### src/rtl/ntt_pkg.sv
// ---------------------------------------------------------------------------
// ntt_pkg
// Shared definitions for the NTT datapath: default ring parameters used by
// the twiddle generator, butterfly and controller, the twiddle-generator FSM
// state encoding, and a width-parametrised bit-reversal helper.
// ---------------------------------------------------------------------------
package ntt_pkg;

   // Default ring: N = 16, Q = 257 (fits in 9 bits), psi = 2, psi^-1 = 129
   localparam int DEF_LOG_N   = 4;
   localparam int DEF_QW      = 9;
   localparam int DEF_Q       = 257;
   localparam int DEF_PSI     = 2;
   localparam int DEF_PSI_INV = 129;

   typedef enum logic [1:0] {
      S_WRITE = 2'd0,
      S_MUL   = 2'd1,
      S_READY = 2'd2
   } tbl_state_e;

   // Reverse the low w bits of v; bits at and above w come back as zero.
   function automatic logic [31:0] bitrev(input logic [31:0] v, input int w);
      logic [31:0] r;
      r = 32'd0;
      for (int i = 0; i < 32; i++) begin
         if (i < w) begin
            r = {r[30:0], v[i]};
         end else begin
            r = r;
         end
      end
      return r;
   endfunction

endpackage

### src/rtl/mod_mul_serial.sv
// ---------------------------------------------------------------------------
// mod_mul_serial
// Bit-serial interleaved modular multiplier: result = a * b_const mod Q.
// Scans b_const MSB-first, one bit per cycle, for QW cycles. Every step only
// doubles, adds and conditionally subtracts Q, so all intermediates stay below
// 2Q and fit in QW+1 bits. Operand a must already be reduced (a < Q).
//
// Ports
//   clk, rst  : clock, asynchronous active-high reset
//   start     : load a and begin a multiplication (ignored while busy)
//   a         : variable operand, sampled on start
//   b_const   : constant operand, scanned MSB-first
//   busy      : multiplication in progress
//   done      : the current cycle performs the last step; result is valid now
//   result    : fully reduced product, valid while done=1
// ---------------------------------------------------------------------------
module mod_mul_serial #(
   parameter int QW = 9,
   parameter int Q  = 257
) (
   input  logic          clk,
   input  logic          rst,
   input  logic          start,
   input  logic [QW-1:0] a,
   input  logic [QW-1:0] b_const,
   output logic          busy,
   output logic          done,
   output logic [QW-1:0] result
);

   localparam int            CW      = (QW > 1) ? $clog2(QW) : 1;
   localparam logic [QW:0]   Q_X     = (QW+1)'(Q);
   localparam logic [CW-1:0] CNT_TOP = CW'(QW - 1);
   localparam logic [CW-1:0] CNT_ONE = CW'(1'b1);
   localparam logic [CW-1:0] CNT_ZRO = CW'(1'b0);

   logic [QW-1:0] a_q, a_d;
   logic [QW-1:0] r_q, r_d;
   logic [CW-1:0] cnt_q, cnt_d;
   logic          busy_q, busy_d;

   logic [QW:0]   dbl_s;
   logic [QW-1:0] dbl_red_s;
   logic [QW:0]   sum_s;
   logic [QW-1:0] sum_red_s;

   // One interleaved step: r = 2r mod Q, then (+a mod Q) when the scanned bit is set
   always_comb begin
      dbl_s = {r_q, 1'b0};
      if (dbl_s >= Q_X) begin
         dbl_red_s = QW'(dbl_s - Q_X);
      end else begin
         dbl_red_s = QW'(dbl_s);
      end
      if (b_const[cnt_q]) begin
         sum_s = {1'b0, dbl_red_s} + {1'b0, a_q};
      end else begin
         sum_s = {1'b0, dbl_red_s};
      end
      if (sum_s >= Q_X) begin
         sum_red_s = QW'(sum_s - Q_X);
      end else begin
         sum_red_s = QW'(sum_s);
      end
   end

   // Next-state logic: load on start, then step down the bit index to zero
   always_comb begin
      a_d    = a_q;
      r_d    = r_q;
      cnt_d  = cnt_q;
      busy_d = busy_q;
      if (busy_q) begin
         r_d = sum_red_s;
         if (cnt_q == CNT_ZRO) begin
            busy_d = 1'b0;
         end else begin
            cnt_d = cnt_q - CNT_ONE;
         end
      end else if (start) begin
         a_d    = a;
         r_d    = QW'(1'b0);
         cnt_d  = CNT_TOP;
         busy_d = 1'b1;
      end else begin
         busy_d = 1'b0;
      end
   end

   // Multiplier state registers
   always_ff @(posedge clk or posedge rst) begin
      if (rst) begin
         a_q    <= QW'(1'b0);
         r_q    <= QW'(1'b0);
         cnt_q  <= CNT_ZRO;
         busy_q <= 1'b0;
      end else begin
         a_q    <= a_d;
         r_q    <= r_d;
         cnt_q  <= cnt_d;
         busy_q <= busy_d;
      end
   end

   assign busy   = busy_q;
   assign done   = busy_q && (cnt_q == CNT_ZRO);
   assign result = sum_red_s;

endmodule

### src/rtl/twiddle_table_gen.sv
// ---------------------------------------------------------------------------
// twiddle_table_gen
// Builds the forward table fwd[bitrev(k)] = psi^k mod Q and the inverse table
// inv[bitrev(k)] = psi^-k mod Q after reset (or on rebuild), using two
// bit-serial modular multipliers, then serves registered single-cycle lookups.
//
// Ports
//   clk, rst  : clock, asynchronous active-high reset
//   rebuild   : pulse; restart table generation (only while ready=1)
//   ready     : tables complete, lookups accepted
//   rd_en     : lookup request
//   rd_inv    : 0 = forward table, 1 = inverse table
//   rd_addr   : table index
//   rd_valid  : rd_data valid this cycle (one cycle after an accepted request)
//   rd_data   : table value
// ---------------------------------------------------------------------------
module twiddle_table_gen
   import ntt_pkg::*;
#(
   parameter int LOG_N   = DEF_LOG_N,
   parameter int QW      = DEF_QW,
   parameter int Q       = DEF_Q,
   parameter int PSI     = DEF_PSI,
   parameter int PSI_INV = DEF_PSI_INV
) (
   input  logic             clk,
   input  logic             rst,
   input  logic             rebuild,
   output logic             ready,
   input  logic             rd_en,
   input  logic             rd_inv,
   input  logic [LOG_N-1:0] rd_addr,
   output logic             rd_valid,
   output logic [QW-1:0]    rd_data
);

   localparam int               N       = 1 << LOG_N;
   localparam logic [LOG_N-1:0] K_LAST  = LOG_N'(N - 1);
   localparam logic [LOG_N-1:0] K_ONE   = LOG_N'(1'b1);
   localparam logic [LOG_N-1:0] K_ZERO  = LOG_N'(1'b0);
   localparam logic [QW-1:0]    ONE     = QW'(1'b1);
   localparam logic [QW-1:0]    ZERO    = QW'(1'b0);
   localparam logic [QW-1:0]    PSI_C   = QW'(PSI);
   localparam logic [QW-1:0]    PSI_I_C = QW'(PSI_INV);

   tbl_state_e       state_q, state_d;
   logic [LOG_N-1:0] k_q, k_d;
   logic [QW-1:0]    pow_f_q, pow_f_d;
   logic [QW-1:0]    pow_i_q, pow_i_d;
   logic             ready_q, ready_d;
   logic             rd_valid_q, rd_valid_d;
   logic [QW-1:0]    rd_data_q, rd_data_d;

   logic [QW-1:0]    fwd_q [N];
   logic [QW-1:0]    inv_q [N];

   logic             wr_en_s;
   logic [LOG_N-1:0] wr_addr_s;
   logic             mul_start_s;
   logic             mul_busy_f_s, mul_busy_i_s;
   logic             mul_done_f_s, mul_done_i_s;
   logic [QW-1:0]    mul_res_f_s, mul_res_i_s;

   mod_mul_serial #(.QW(QW), .Q(Q)) u_mul_fwd (
      .clk     (clk),
      .rst     (rst),
      .start   (mul_start_s),
      .a       (pow_f_q),
      .b_const (PSI_C),
      .busy    (mul_busy_f_s),
      .done    (mul_done_f_s),
      .result  (mul_res_f_s)
   );

   mod_mul_serial #(.QW(QW), .Q(Q)) u_mul_inv (
      .clk     (clk),
      .rst     (rst),
      .start   (mul_start_s),
      .a       (pow_i_q),
      .b_const (PSI_I_C),
      .busy    (mul_busy_i_s),
      .done    (mul_done_i_s),
      .result  (mul_res_i_s)
   );

   // Generation FSM next-state: WRITE one entry, MUL QW cycles, repeat until k = N-1
   always_comb begin
      state_d     = state_q;
      k_d         = k_q;
      pow_f_d     = pow_f_q;
      pow_i_d     = pow_i_q;
      ready_d     = ready_q;
      wr_en_s     = 1'b0;
      mul_start_s = 1'b0;
      wr_addr_s   = LOG_N'(bitrev(32'(k_q), LOG_N));
      case (state_q)
         S_WRITE: begin
            wr_en_s = 1'b1;
            if (k_q == K_LAST) begin
               state_d = S_READY;
               ready_d = 1'b1;
            end else begin
               state_d     = S_MUL;
               mul_start_s = 1'b1;
            end
         end
         S_MUL: begin
            if (mul_done_f_s && mul_done_i_s) begin
               // result is the combinational output of the final step
               pow_f_d = mul_res_f_s;
               pow_i_d = mul_res_i_s;
               k_d     = k_q + K_ONE;
               state_d = S_WRITE;
            end else if (!mul_busy_f_s || !mul_busy_i_s) begin
               // a multiplier dropped out without finishing: redo this step
               state_d = S_WRITE;
            end else begin
               state_d = S_MUL;
            end
         end
         S_READY: begin
            if (rebuild) begin
               state_d = S_WRITE;
               k_d     = K_ZERO;
               pow_f_d = ONE;
               pow_i_d = ONE;
               ready_d = 1'b0;
            end else begin
               ready_d = 1'b1;
            end
         end
         default: begin
            state_d = S_WRITE;
            k_d     = K_ZERO;
            pow_f_d = ONE;
            pow_i_d = ONE;
            ready_d = 1'b0;
         end
      endcase
   end

   // Lookup next-state; tables are only read once ready, so a rebuild in the
   // same cycle still returns the old (identical) contents
   always_comb begin
      rd_valid_d = 1'b0;
      rd_data_d  = rd_data_q;
      if (rd_en && ready_q) begin
         rd_valid_d = 1'b1;
         if (rd_inv) begin
            rd_data_d = inv_q[rd_addr];
         end else begin
            rd_data_d = fwd_q[rd_addr];
         end
      end else begin
         rd_valid_d = 1'b0;
      end
   end

   // FSM and output registers
   always_ff @(posedge clk or posedge rst) begin
      if (rst) begin
         state_q    <= S_WRITE;
         k_q        <= K_ZERO;
         pow_f_q    <= ONE;
         pow_i_q    <= ONE;
         ready_q    <= 1'b0;
         rd_valid_q <= 1'b0;
         rd_data_q  <= ZERO;
      end else begin
         state_q    <= state_d;
         k_q        <= k_d;
         pow_f_q    <= pow_f_d;
         pow_i_q    <= pow_i_d;
         ready_q    <= ready_d;
         rd_valid_q <= rd_valid_d;
         rd_data_q  <= rd_data_d;
      end
   end

   // Table write port: contents are undefined until generation reaches them
   always_ff @(posedge clk) begin
      if (wr_en_s) begin
         fwd_q[wr_addr_s] <= pow_f_q;
         inv_q[wr_addr_s] <= pow_i_q;
      end
   end

   assign ready    = ready_q;
   assign rd_valid = rd_valid_q;
   assign rd_data  = rd_data_q;

endmodule

### config.mk
export PLATFORM = sky130hd
export DESIGN_NAME = twiddle_table_gen
export DESIGN_NICKNAME = d
export VERILOG_FILES = /design/src/rtl/ntt_pkg.sv /design/src/rtl/mod_mul_serial.sv /design/src/rtl/twiddle_table_gen.sv
export SDC_FILE = /design/constraint.sdc
export NUM_CORES = 1
export LEC_CHECK = 0
export CAP_MARGIN = 15
export CORE_MARGIN = 10
export CORE_UTILIZATION = 35
export CTS_CLUSTER_SIZE = 14
export DETAILED_ROUTE_END_ITERATION = 10
export GPL_ROUTABILITY_DRIVEN = 0
export GPL_TIMING_DRIVEN = 0
export PLACE_DENSITY = 0.49
export SKIP_LAST_GASP = 1
export SLEW_MARGIN = 20
export SYNTH_ARGS = -nofsm -noshare
export SYNTH_HDL_FRONTEND = slang
export SYNTH_SLANG_ARGS = --single-unit
### constraint.sdc
create_clock -name clk -period 4.75 [get_ports clk]
set_input_delay 0.475 -clock clk [delete_from_list [all_inputs] [get_ports clk]]
set_output_delay 0.475 -clock clk [all_outputs]
set_load 0.01 [all_outputs]
==> results of run 1 <==
where the power goes:
part | switching (mW) | leakage, nW | internal, mW | total [mW]
sequential | 0 | 3.26 | 3.44 | 3.44
clock | 1.26 | 0.631 | 1.78 | 3.04
combinational | 0.0886 | 2.17 | 0.0666 | 0.155
final timing paths:
kind | cells past startpoint | end | startpoint
worst min register to register | 1 | u_mul_fwd.a_q[3] | u_mul_fwd.a_q[3]
worst min-delay path | 2 | u_mul_fwd.a_q[1] | rst
max in group asynchronous | 3 | pow_f_q[0] | rst
min in group clk | 1 | u_mul_fwd.a_q[3] | u_mul_fwd.a_q[3]
worst max-delay path | 14 | pow_i_q[5] | u_mul_inv.r_q[2]
worst max register to register | 14 | pow_i_q[5] | u_mul_inv.r_q[2]
layer usage:
layer | track usage, % | vias up | wire length, um
met5 | 0 | - | 0
met4 | 2.97 | 0 | 568
met3 | 2.21 | 40 | 1310
met2 | 23.0 | 134 | 18900
met1 | 18.9 | 4652 | 18200
li1 | - | 4121 | -
cell type report:
cell class / count / area [um2]
multi-input combinational: 572 / 5400
tap: 607 / 759
buffer: 41 / 166
fill: 4247 / 27800
clock inverter: 24 / 201
inverter: 39 / 149
clock buffer: 49 / 1080
sequential: 369 / 10700
timing repair buffer: 16 / 171
metrics by stage:
| stage | hold slack, ns | util [%] | setup TNS (ns) | power [mW] | worst slack [ns] |
|---|---|---|---|---|---|
| 2_1_floorplan | 0.487 | - | 0 | 3.61 | 0.594 |
| 3_3_place_gp | 0.502 | 37.2 | -0.125 | 3.67 | -0.0728 |
| 3_5_place_dp | 0.504 | 37.3 | -0.226 | 3.67 | -0.124 |
| 4_1_cts | 0.404 | 40.0 | 0 | 6.71 | 0.144 |
| 5_1_grt | 0.436 | 40.1 | 0 | 6.84 | 0.000104 |
| 6_report | 0.389 | 40.1 | 0 | 6.63 | 0.266 |
state kept, by name, indices dropped and copies added (netlist names):
signal and flops:
rd_data 9, u_mul_inv.a_q 9, u_mul_inv.r_q 9, u_mul_inv.busy 1, rd_valid 1, pow_f_q 9, state_q 2, pow_i_q 9
fwd_q 144, u_mul_fwd.a_q 9, inv_q 144, u_mul_inv.cnt_q 4, u_mul_fwd.r_q 9, k_q 4, u_mul_fwd.busy 1, u_mul_fwd.cnt_q 4
ready 1
timing repair:
action | in CTS | in global routing
endpoints found under the setup margin | 2 | 14
gates resized for setup | 1 | 6
gates cloned | 0 | 0
hold endpoints to repair | 0 | 0
cells in the final DEF, fill, tap and decap left out, types with 6 or more instances in the layout:
| master | n |
|---|---|
| and2_2 | 16 |
| buf_1 | 7 |
| clkbuf_1 | 36 |
| mux4_2 | 90 |
| clkinv_2 | 8 |
| a21o_1 | 13 |
| mux2i_1 | 21 |
| a21oi_1 | 36 |
| or3_1 | 6 |
| clkbuf_16 | 42 |
| inv_1 | 37 |
| dfrtp_1 | 79 |
| nand2_1 | 51 |
| edfxtp_1 | 288 |
| o21ai_0 | 64 |
| xnor2_1 | 17 |
| ha_1 | 33 |
| nand2b_1 | 7 |
| o21a_1 | 7 |
| xor2_1 | 11 |
| clkinv_1 | 11 |
| mux2_2 | 19 |
| nor3_1 | 15 |
| o31ai_1 | 7 |
| clkdlybuf4s50_1 | 14 |
| nand3_1 | 21 |
| nor2_1 | 45 |
cells by family (layout without fill, tap and decap cells):
group / Yosys count / after routing / synth area share, %
buffers and inverters: 80 / 169 / 1.89
and+or+nand+nor: 207 / 207 / 6.64
DFF: 369 / 369 / 65.4
muxes: 132 / 132 / 15.2
xor gates and xnor gates: 28 / 28 / 1.50
AOI/OAI and AO/OA: 170 / 170 / 6.59
adders and majority gates: 35 / 35 / 2.77
worst reg2reg max path, delay by kind of cell, from the launching register on:
family | cells | cell delay (ns)
and+or+nand+nor | 4 | 1.67
AOI/OAI and AO/OA | 6 | 1.44
DFF | 1 | 0.35
xor gates and xnor gates | 1 | 0.28
muxes | 1 | 0.26
adders and majority gates | 1 | 0.22
buffers and inverters | 1 | 0.20
==> results.yml, run 1 <==
placed_design:
  post-dp-hpwl_mm: 25.0
  post-place-cells: 1643
  io_buffers: 14
  placed_cell_area_mm2: 0.0173
sta:
  period_minus_slack_ns: 4.48
  hold_violations: 0
  fin_crit_sh_pct: 94.4
  relSlewSlack_pct: 32.1
  finClkSkew_ns: 0.0161
  timing.fmax_ghz: 0.223
  worst_pin_slew_ns: 1.02
  rsz0062_at_grt: "no"
  setup_viol: 0
  drv_slew: 0
setup_path:
  path_delay_family: "simple AND/OR/NAND/NOR gates"
  crit_fanout: 9
  start_kind: "register"
  crit_path_cell_trace: "clkbuf_1, or4_4, or4_4, a21o_1, ha_1, a21o_1, a21oi_2, mux2i_1, a32oi_1, a2111o_1, nor4b_4, and4bb_1, xor2_1, a22o_1"
  crit_type: "register to register"
  worst_ep_required_time_ns: 5.22
  cp.buffers_inverters: 1
  crit_path_end_kind: "register"
  slowest_delay_ns: 0.53
  r2r_slack_ns: 0.27
  cp_slowest_cell: "or4_4"
  arrival_ns: 4.95
detailed_routing:
  drc: 0
  via_count: 8947
  drt_iter0_markers: 732
  firstDrtPassIters: 4
  postRouteAntennaNets: 0
  routedWlPerCell_um: 22.7
  wirelength_mm: 38.9
  viasPerCell: 5.21
layout:
  drive_above_1_share_pct: 19.3
  stdcell_count: 1717
  area_growth_pct: 13.9
  diodes: 0
  nets: 1123
  final_cell_area_mm2: 0.0186
global_route:
  grt_first_pass_wirelength_mm: 59.5
  antenna_found_initial: 0
  gr-usage-all-layers_pct: 13.9
  grt_pass1_vias: 9264
  grt-ovfl-total: 0
  grt_max_degree: 51
pwr:
  ir_worst_vdd_mv: 0.212
  powerDensity_mw_per_mm2: 357
  leakage_nw: 6.06
yosys:
  synth-seq-area-share_pct: 65.4
  async_flop_share_pct: 22.0
  synth-seq-cells: 369
  synthFlopType: "edfxtp_1"
  synth_top_area_share_pct: 53.0
  synth_edf_count: 288
  synth_top_area_cell: "edfxtp_1"
  synth_area_mm2: 0.0163
  netlist_top_cells_count: "288 x edfxtp_1, 90 x mux4_2, 79 x dfrtp_1"
  syn_area_per_cell_um2: 16.0
  yosysMostFrequentCell: "edfxtp_1"
  post_synth_inst_count: 1021
  yosys-top-cells-area: "edfxtp_1 53%, mux4_2 12%, dfrtp_1 12%"
  synth_cell_types: 73
  syn_nets: 1065
  synth_warnings: 0
clocking:
  cts_buffers: 40
  postCtsHoldBufs: 0
  worst_skew_pair.late_latency_ns: 0.54
  clock_sinks: 369
  clock_tree.root_cell: "clkbuf_16"
  htree_levels: 2
  cts_tree: "yes"
  cts_buffer_depth: 3
  clk_pin_slew_ns: 0.06
  postCtsSetupBuffers: 0
min_path:
  hp-class: "primary input to async pin"
floorplan:
  core_mm2: 0.0464
  dieArea_mm2: 0.0557
  die_y_um: 236
  initial_core_util_pct: 35.2
  die_w_um: 236
  fp-row-count: 79
  io_pins: 20
run_status:
  status: "finished clean"
job:
  maxCapViolCount: 0
Note: power is estimated with default switching activity, not from simulation.
==> inputs of run 2 (changes only) <==
--- a/config.mk
+++ b/config.mk
@@ -14,7 +14,6 @@
 export GPL_TIMING_DRIVEN = 0
 export PLACE_DENSITY = 0.49
 export SKIP_LAST_GASP = 1
-export SLEW_MARGIN = 20
 export SYNTH_ARGS = -nofsm -noshare
 export SYNTH_HDL_FRONTEND = slang
 export SYNTH_SLANG_ARGS = --single-unit
==> run 2 against run 1 <==
Fmax hardly changed. Worst hold slack lost 0.11 ns. Non-clock buffer count grew 15. Worst setup slack better by 0.00066 ns. Register-to-register slack is essentially flat. Utilization up 0.39 points. Critical endpoint unchanged. Largest cell class unchanged. Highest routed layer unchanged.
==> results.yml, run 2 (synthesized netlist as in run 1, its figures left out) <==
floorplan:
  dieArea_mm2: 0.0557
  die_y_um: 236
  io_pins: 20
  core_mm2: 0.0464
  fp-row-count: 79
  initial_core_util_pct: 35.2
  die_w_um: 236
global_route:
  gr-usage-all-layers_pct: 13.9
  grt-ovfl-total: 0
  grt_pass1_vias: 9382
  grt_first_pass_wirelength_mm: 59.4
  antenna_found_initial: 0
  grt_max_degree: 57
sta:
  setup_tns_ns: 0
  rsz0062_at_grt: "yes"
  hold_ws_ns: 0.280
  period_minus_slack_ns: 4.48
  fin_crit_sh_pct: 94.4
  timing.fmax_ghz: 0.223
  relSlewSlack_pct: 22.0
  setup_viol: 0
  worst_pin_slew_ns: 1.17
  hold_violations: 0
  drv_slew: 0
  finClkSkew_ns: 0.0274
placed_design:
  post-dp-hpwl_mm: 26.7
  io_buffers: 14
  post-place-cells: 1656
setup_path:
  r2r_cells: 14
  crit_type: "register to register"
  r2r_slack_ns: 0.27
  rr_endpoint: "pow_i_q[5]"
  r2r_start: "u_mul_inv.r_q[2]"
  arrival_ns: 4.89
  start_kind: "register"
  worst_ep_required_time_ns: 5.16
  crit_fanout: 9
  crit_path_end_kind: "register"
clocking:
  worst_skew_pair.late_latency_ns: 0.54
  cts_buffer_depth: 3
  clock_tree.root_cell: "clkbuf_16"
  clock_sinks: 369
  postCtsSetupBuffers: 0
  cts_tree: "yes"
  htree_levels: 2
  clk_pin_slew_ns: 0.06
  cts_buffers: 40
layout:
  nets: 1138
  largest_registers: "fwd_q: 144 flops, inv_q: 144 flops"
  num-fill-cells: 4218
  stdcell_count: 1732
  drive_above_1_share_pct: 18.0
  final_cell_mix: "288 x edfxtp_1, 90 x mux4_2, 79 x dfrtp_1"
  final_common_cell: "edfxtp_1"
  area_growth_pct: 15.0
  diodes: 0
run_status:
  status: "finished clean"
detailed_routing:
  drt_iter0_markers: 666
  drc: 0
  routedWlPerCell_um: 22.5
  via_count: 9099
  wirelength_mm: 39.0
  postRouteAntennaNets: 0
  firstDrtPassIters: 5
  viasPerCell: 5.25
job:
  maxCapViolCount: 0
min_path:
  hp-class: "primary input to async pin"
pwr:
  ir_worst_vdd_mv: 0.228
  powerDensity_mw_per_mm2: 344
  leakage_nw: 6.11
==> run 2: cell count changes in the layout (fill, tap and decap cells not counted), sizes merged <==
cell	before	now
clkinv	21	10
clkinvlp	0	2
clkbuf	79	89
bufinv	3	1
buf	13	29
==> run 2: worst max-delay path: stages (launching register included) <==
cell and delay, ns:
dfrtp_1 0.35, clkbuf_1 0.19, or4_4 0.53, or4_4 0.44
a21o_1 0.23, ha_1 0.21, a21o_1 0.18, a21oi_2 0.28
mux2i_1 0.27, a32oi_1 0.15, a2111o_1 0.44, nor4b_4 0.43
and4bb_1 0.27, xor2_1 0.17, a22o_1 0.21
==> run 2: worst max path at each step <==
stage,start,to,slack (ns)
2_1_floorplan,u_mul_inv.r_q[0],pow_i_q[5],0.59
3_3_place_gp,u_mul_inv.r_q[2],pow_i_q[5],-0.07
3_5_place_dp,u_mul_inv.r_q[2],pow_i_q[5],-0.11
4_1_cts,u_mul_inv.r_q[2],pow_i_q[5],0.14
5_1_grt,u_mul_fwd.r_q[0],pow_f_q[7],-0.03
6_report,u_mul_inv.r_q[2],pow_i_q[5],0.27
==> run 2: power by group <==
| part | internal [mW] | total [mW] | leakage, nW | switching [mW] |
|---|---|---|---|---|
| combinational | 0.0697 | 0.159 | 2.29 | 0.0896 |
| sequential | 3.44 | 3.44 | 3.26 | 0 |
| clock | 1.64 | 2.86 | 0.568 | 1.22 |
==> run 2: per-stage QoR <==
step	area (um2)	setup slack [ns]	power [mW]	utilization [%]
3_3_place_gp	17200	-0.0728	3.67	37.2
2_1_floorplan	16300	0.594	3.61	-
4_1_cts	18700	0.138	6.54	40.3
6_report	18800	0.267	6.47	40.5
5_1_grt	18800	-0.0304	6.69	40.5
3_5_place_dp	17500	-0.114	3.67	37.8
==> run 2: layout make-up <==
class                   count  area [um2]  share of cell area, %
repair buffers             31         470                   2.50
well taps                 607         759                   4.04
clock inverters            13         104                  0.553
inverters                  39         149                  0.793
multi-input cells         572        5370                   28.6
flip-flops and latches    369       10700                   56.9
clock buffers              60        1090                   5.78
plain buffers              41         163                  0.866
==> run 2: per-layer routing <==
metal	global-route usage (%)	vias up	share of wire [%]
met2	22.8	184	48
li1	-	4158	-
met3	2.14	47	4.4
met5	0	-	0
met4	3.13	0	1.4
met1	19.0	4710	46
==> run 2: timing repair <==
item | 4_1_cts | 5_1_grt
gates cloned | 0 | 0
hold buffers | 0 | 0
hold endpoints to repair | 0 | 0
endpoints found under the setup margin | 2 | 7
pin swaps | 0 | 0
resized for setup | 1 | 5
==> inputs of run 3 (changes only) <==
--- a/config.mk
+++ b/config.mk
@@ -12,7 +12,7 @@
 export DETAILED_ROUTE_END_ITERATION = 10
 export GPL_ROUTABILITY_DRIVEN = 0
 export GPL_TIMING_DRIVEN = 0
-export PLACE_DENSITY = 0.49
+export PLACE_DENSITY = 0.5
 export SKIP_LAST_GASP = 1
 export SYNTH_ARGS = -nofsm -noshare
 export SYNTH_HDL_FRONTEND = slang
==> constraint.sdc (replaced) <==
create_clock -name clk -period 3.67 [get_ports clk]
set_input_delay 0.367 -clock clk [delete_from_list [all_inputs] [get_ports clk]]
set_output_delay 0.367 -clock clk [all_outputs]
set_load 0.01 [all_outputs]
==> run 3 against run 2 <==
The flow now finishes with violations (setup timing). Critical path depth unchanged. Combinational power up 29%. Power up 31%. Final area up 7.7%. Clock power up 34%. Sequential power up 30%. Worst hold slack worse by 0.16 ns. Sequential cell count unchanged. Wire length up 5.2%.
==> results.yml, run 3 (synthesized netlist as in run 1, its figures left out) <==
run_status:
  status: "complete, but fails checks"
  violations: "setup timing"
pwr:
  power_frac_clock_pct: 45.1
  p_comb_share_pct: 2.4
  leakage_nw: 6.63
  p_seq_share_pct: 52.5
  powerDensity_mw_per_mm2: 419
  p_sw_mw: 1.75
  internal_power_mw: 6.74
  ir_worst_vdd_mv: 0.273
  swShare_pct: 20.6
  fin_total_pwr_mw: 8.49
sta:
  finClkSkew_ns: 0.00864
  drv_slew: 0
  finalWorstSetupSlack_ns: -0.470
  fin_crit_sh_pct: 113
  setup_viol: 34
  period_minus_slack_ns: 4.14
  timing.fmax_ghz: 0.242
  rsz0062_at_grt: "yes"
  relSlewSlack_pct: 20.1
  worst_pin_slew_ns: 1.20
  hold_violations: 0
clocking:
  clk_pin_slew_ns: 0.06
  cts_buffers: 40
  cts_tree: "yes"
  cts_buffer_depth: 3
  htree_levels: 2
  worst_skew_pair.late_latency_ns: 0.53
  postCtsHoldBufs: 0
  clock_tree.root_cell: "clkbuf_16"
  clock_sinks: 369
detailed_routing:
  routedWlPerCell_um: 22.9
  via_count: 9448
  firstDrtPassIters: 5
  postRouteAntennaNets: 0
  drt_iter0_markers: 671
  wirelength_mm: 41.1
  viasPerCell: 5.26
  drc: 0
placed_design:
  placed_cell_area_mm2: 0.0175
  io_buffers: 14
  post-dp-hpwl_mm: 26.6
setup_path:
  cp_slowest_cell: "or4_4"
  r2r_slack_ns: -0.47
  crit_fanout: 6
  r2r_cells: 14
  crit_path_end_kind: "register"
  crit_path_cell_trace: "or4_4, or4_4, a21o_1, ha_2, a21o_1, a21oi_4, mux2i_1, a32oi_1, a2111o_1, nor4b_4, buf_6, and4bb_1, xor2_2, a22o_1"
  arrival_ns: 4.56
  r2r_start: "u_mul_inv.r_q[1]"
  crit_type: "register to register"
  start_kind: "register"
  rr_endpoint: "pow_i_q[5]"
  slowest_delay_ns: 0.53
  worst_ep_required_time_ns: 4.09
global_route:
  gr-usage-all-layers_pct: 14.2
  grt_max_degree: 67
  grt-ovfl-total: 0
  grt_pass1_vias: 9662
  antenna_found_initial: 0
  grt_first_pass_wirelength_mm: 61.2
layout:
  multiInputGateArea_mm2: 0.00616
  final_common_cell: "edfxtp_1"
  num-fill-cells: 4051
  final_cell_mix: "288 x edfxtp_1, 90 x mux4_2, 68 x dfrtp_1"
  largest_registers: "fwd_q: 144 flops, inv_q: 144 flops"
  nets: 1203
  drive_above_1_share_pct: 32.7
  final_cell_area_mm2: 0.0202
  diodes: 0
  area_growth_pct: 23.9
  final_util_pct: 43.6
  seq_area_mm2: 0.0107
floorplan:
  fp-row-count: 79
  initial_core_util_pct: 35.2
  die_w_um: 236
  io_pins: 20
  die_y_um: 236
  core_mm2: 0.0464
  dieArea_mm2: 0.0557
min_path:
  hp-class: "primary input to async pin"
job:
  maxCapViolCount: 0
[run 3: power groups by stage]
| stage | Combinational, mW | Clock [mW] | Sequential, mW |
|---|---|---|---|
| 3_5_place_dp | 0.210 | 0 | 4.54 |
| 2_1_floorplan | 0.136 | 0 | 4.54 |
| 3_3_place_gp | 0.202 | 0 | 4.54 |
| 6_report | 0.205 | 3.83 | 4.46 |
| 5_1_grt | 0.221 | 4.07 | 4.45 |
| 4_1_cts | 0.210 | 3.90 | 4.45 |
[run 3: final cells by class]
type | count | area share, %
sequential | 369 | 52.9
multi-input combinational | 572 | 30.4
clock buffer | 57 | 5.52
timing repair buffer | 99 | 5.44
tap | 607 | 3.75
inverter | 39 | 0.748
buffer | 38 | 0.711
clock inverter | 14 | 0.532
[run 3: per-layer routing]
layer / track usage (%) / wire length (um)
met1: 19.1 / 18900
met2: 23.9 / 20000
met3: 2.31 / 1500
met4: 2.89 / 688
met5: 0 / 0
[run 3: worst max path at each step]
stage	slack [ns]	from	end
floorplan	-0.27	u_mul_inv.r_q[0]	pow_i_q[5]
global placement	-0.76	u_mul_inv.r_q[2]	pow_i_q[5]
detailed placement	-0.75	u_mul_inv.r_q[2]	pow_i_q[5]
CTS	-0.46	u_mul_inv.r_q[0]	pow_i_q[5]
global route	-0.58	u_mul_inv.r_q[1]	pow_i_q[5]
finish	-0.47	u_mul_inv.r_q[1]	pow_i_q[5]
[run 3: worst max-delay path: cells and delay by family (launching register included)]
family | cells | cell delay [ns]
AOI/OAI and AO/OA | 6 | 1.39
xor gates and xnor gates | 1 | 0.18
adders and majority gates | 1 | 0.19
buffers and inverters | 1 | 0.17
DFF | 1 | 0.46
muxes | 1 | 0.22
and+or+nand+nor | 4 | 1.42
[run 3: what timing repair did]
action	CTS	global route
setup buffers	40	32
resized for setup	116	92
setup endpoints to repair	36	36
pin swaps	39	55
[run 3: per-stage QoR]
stage,TNS (ns),hold slack (ns),setup slack [ns],instances
2_1_floorplan,-1.31,0.487,-0.266,1021
3_3_place_gp,-49.64,0.500,-0.764,1642
3_5_place_dp,-20.60,0.504,-0.755,1652
4_1_cts,-7.36,0.107,-0.464,1762
5_1_grt,-13.98,0.130,-0.584,1795
6_report,-9.61,0.122,-0.470,1795
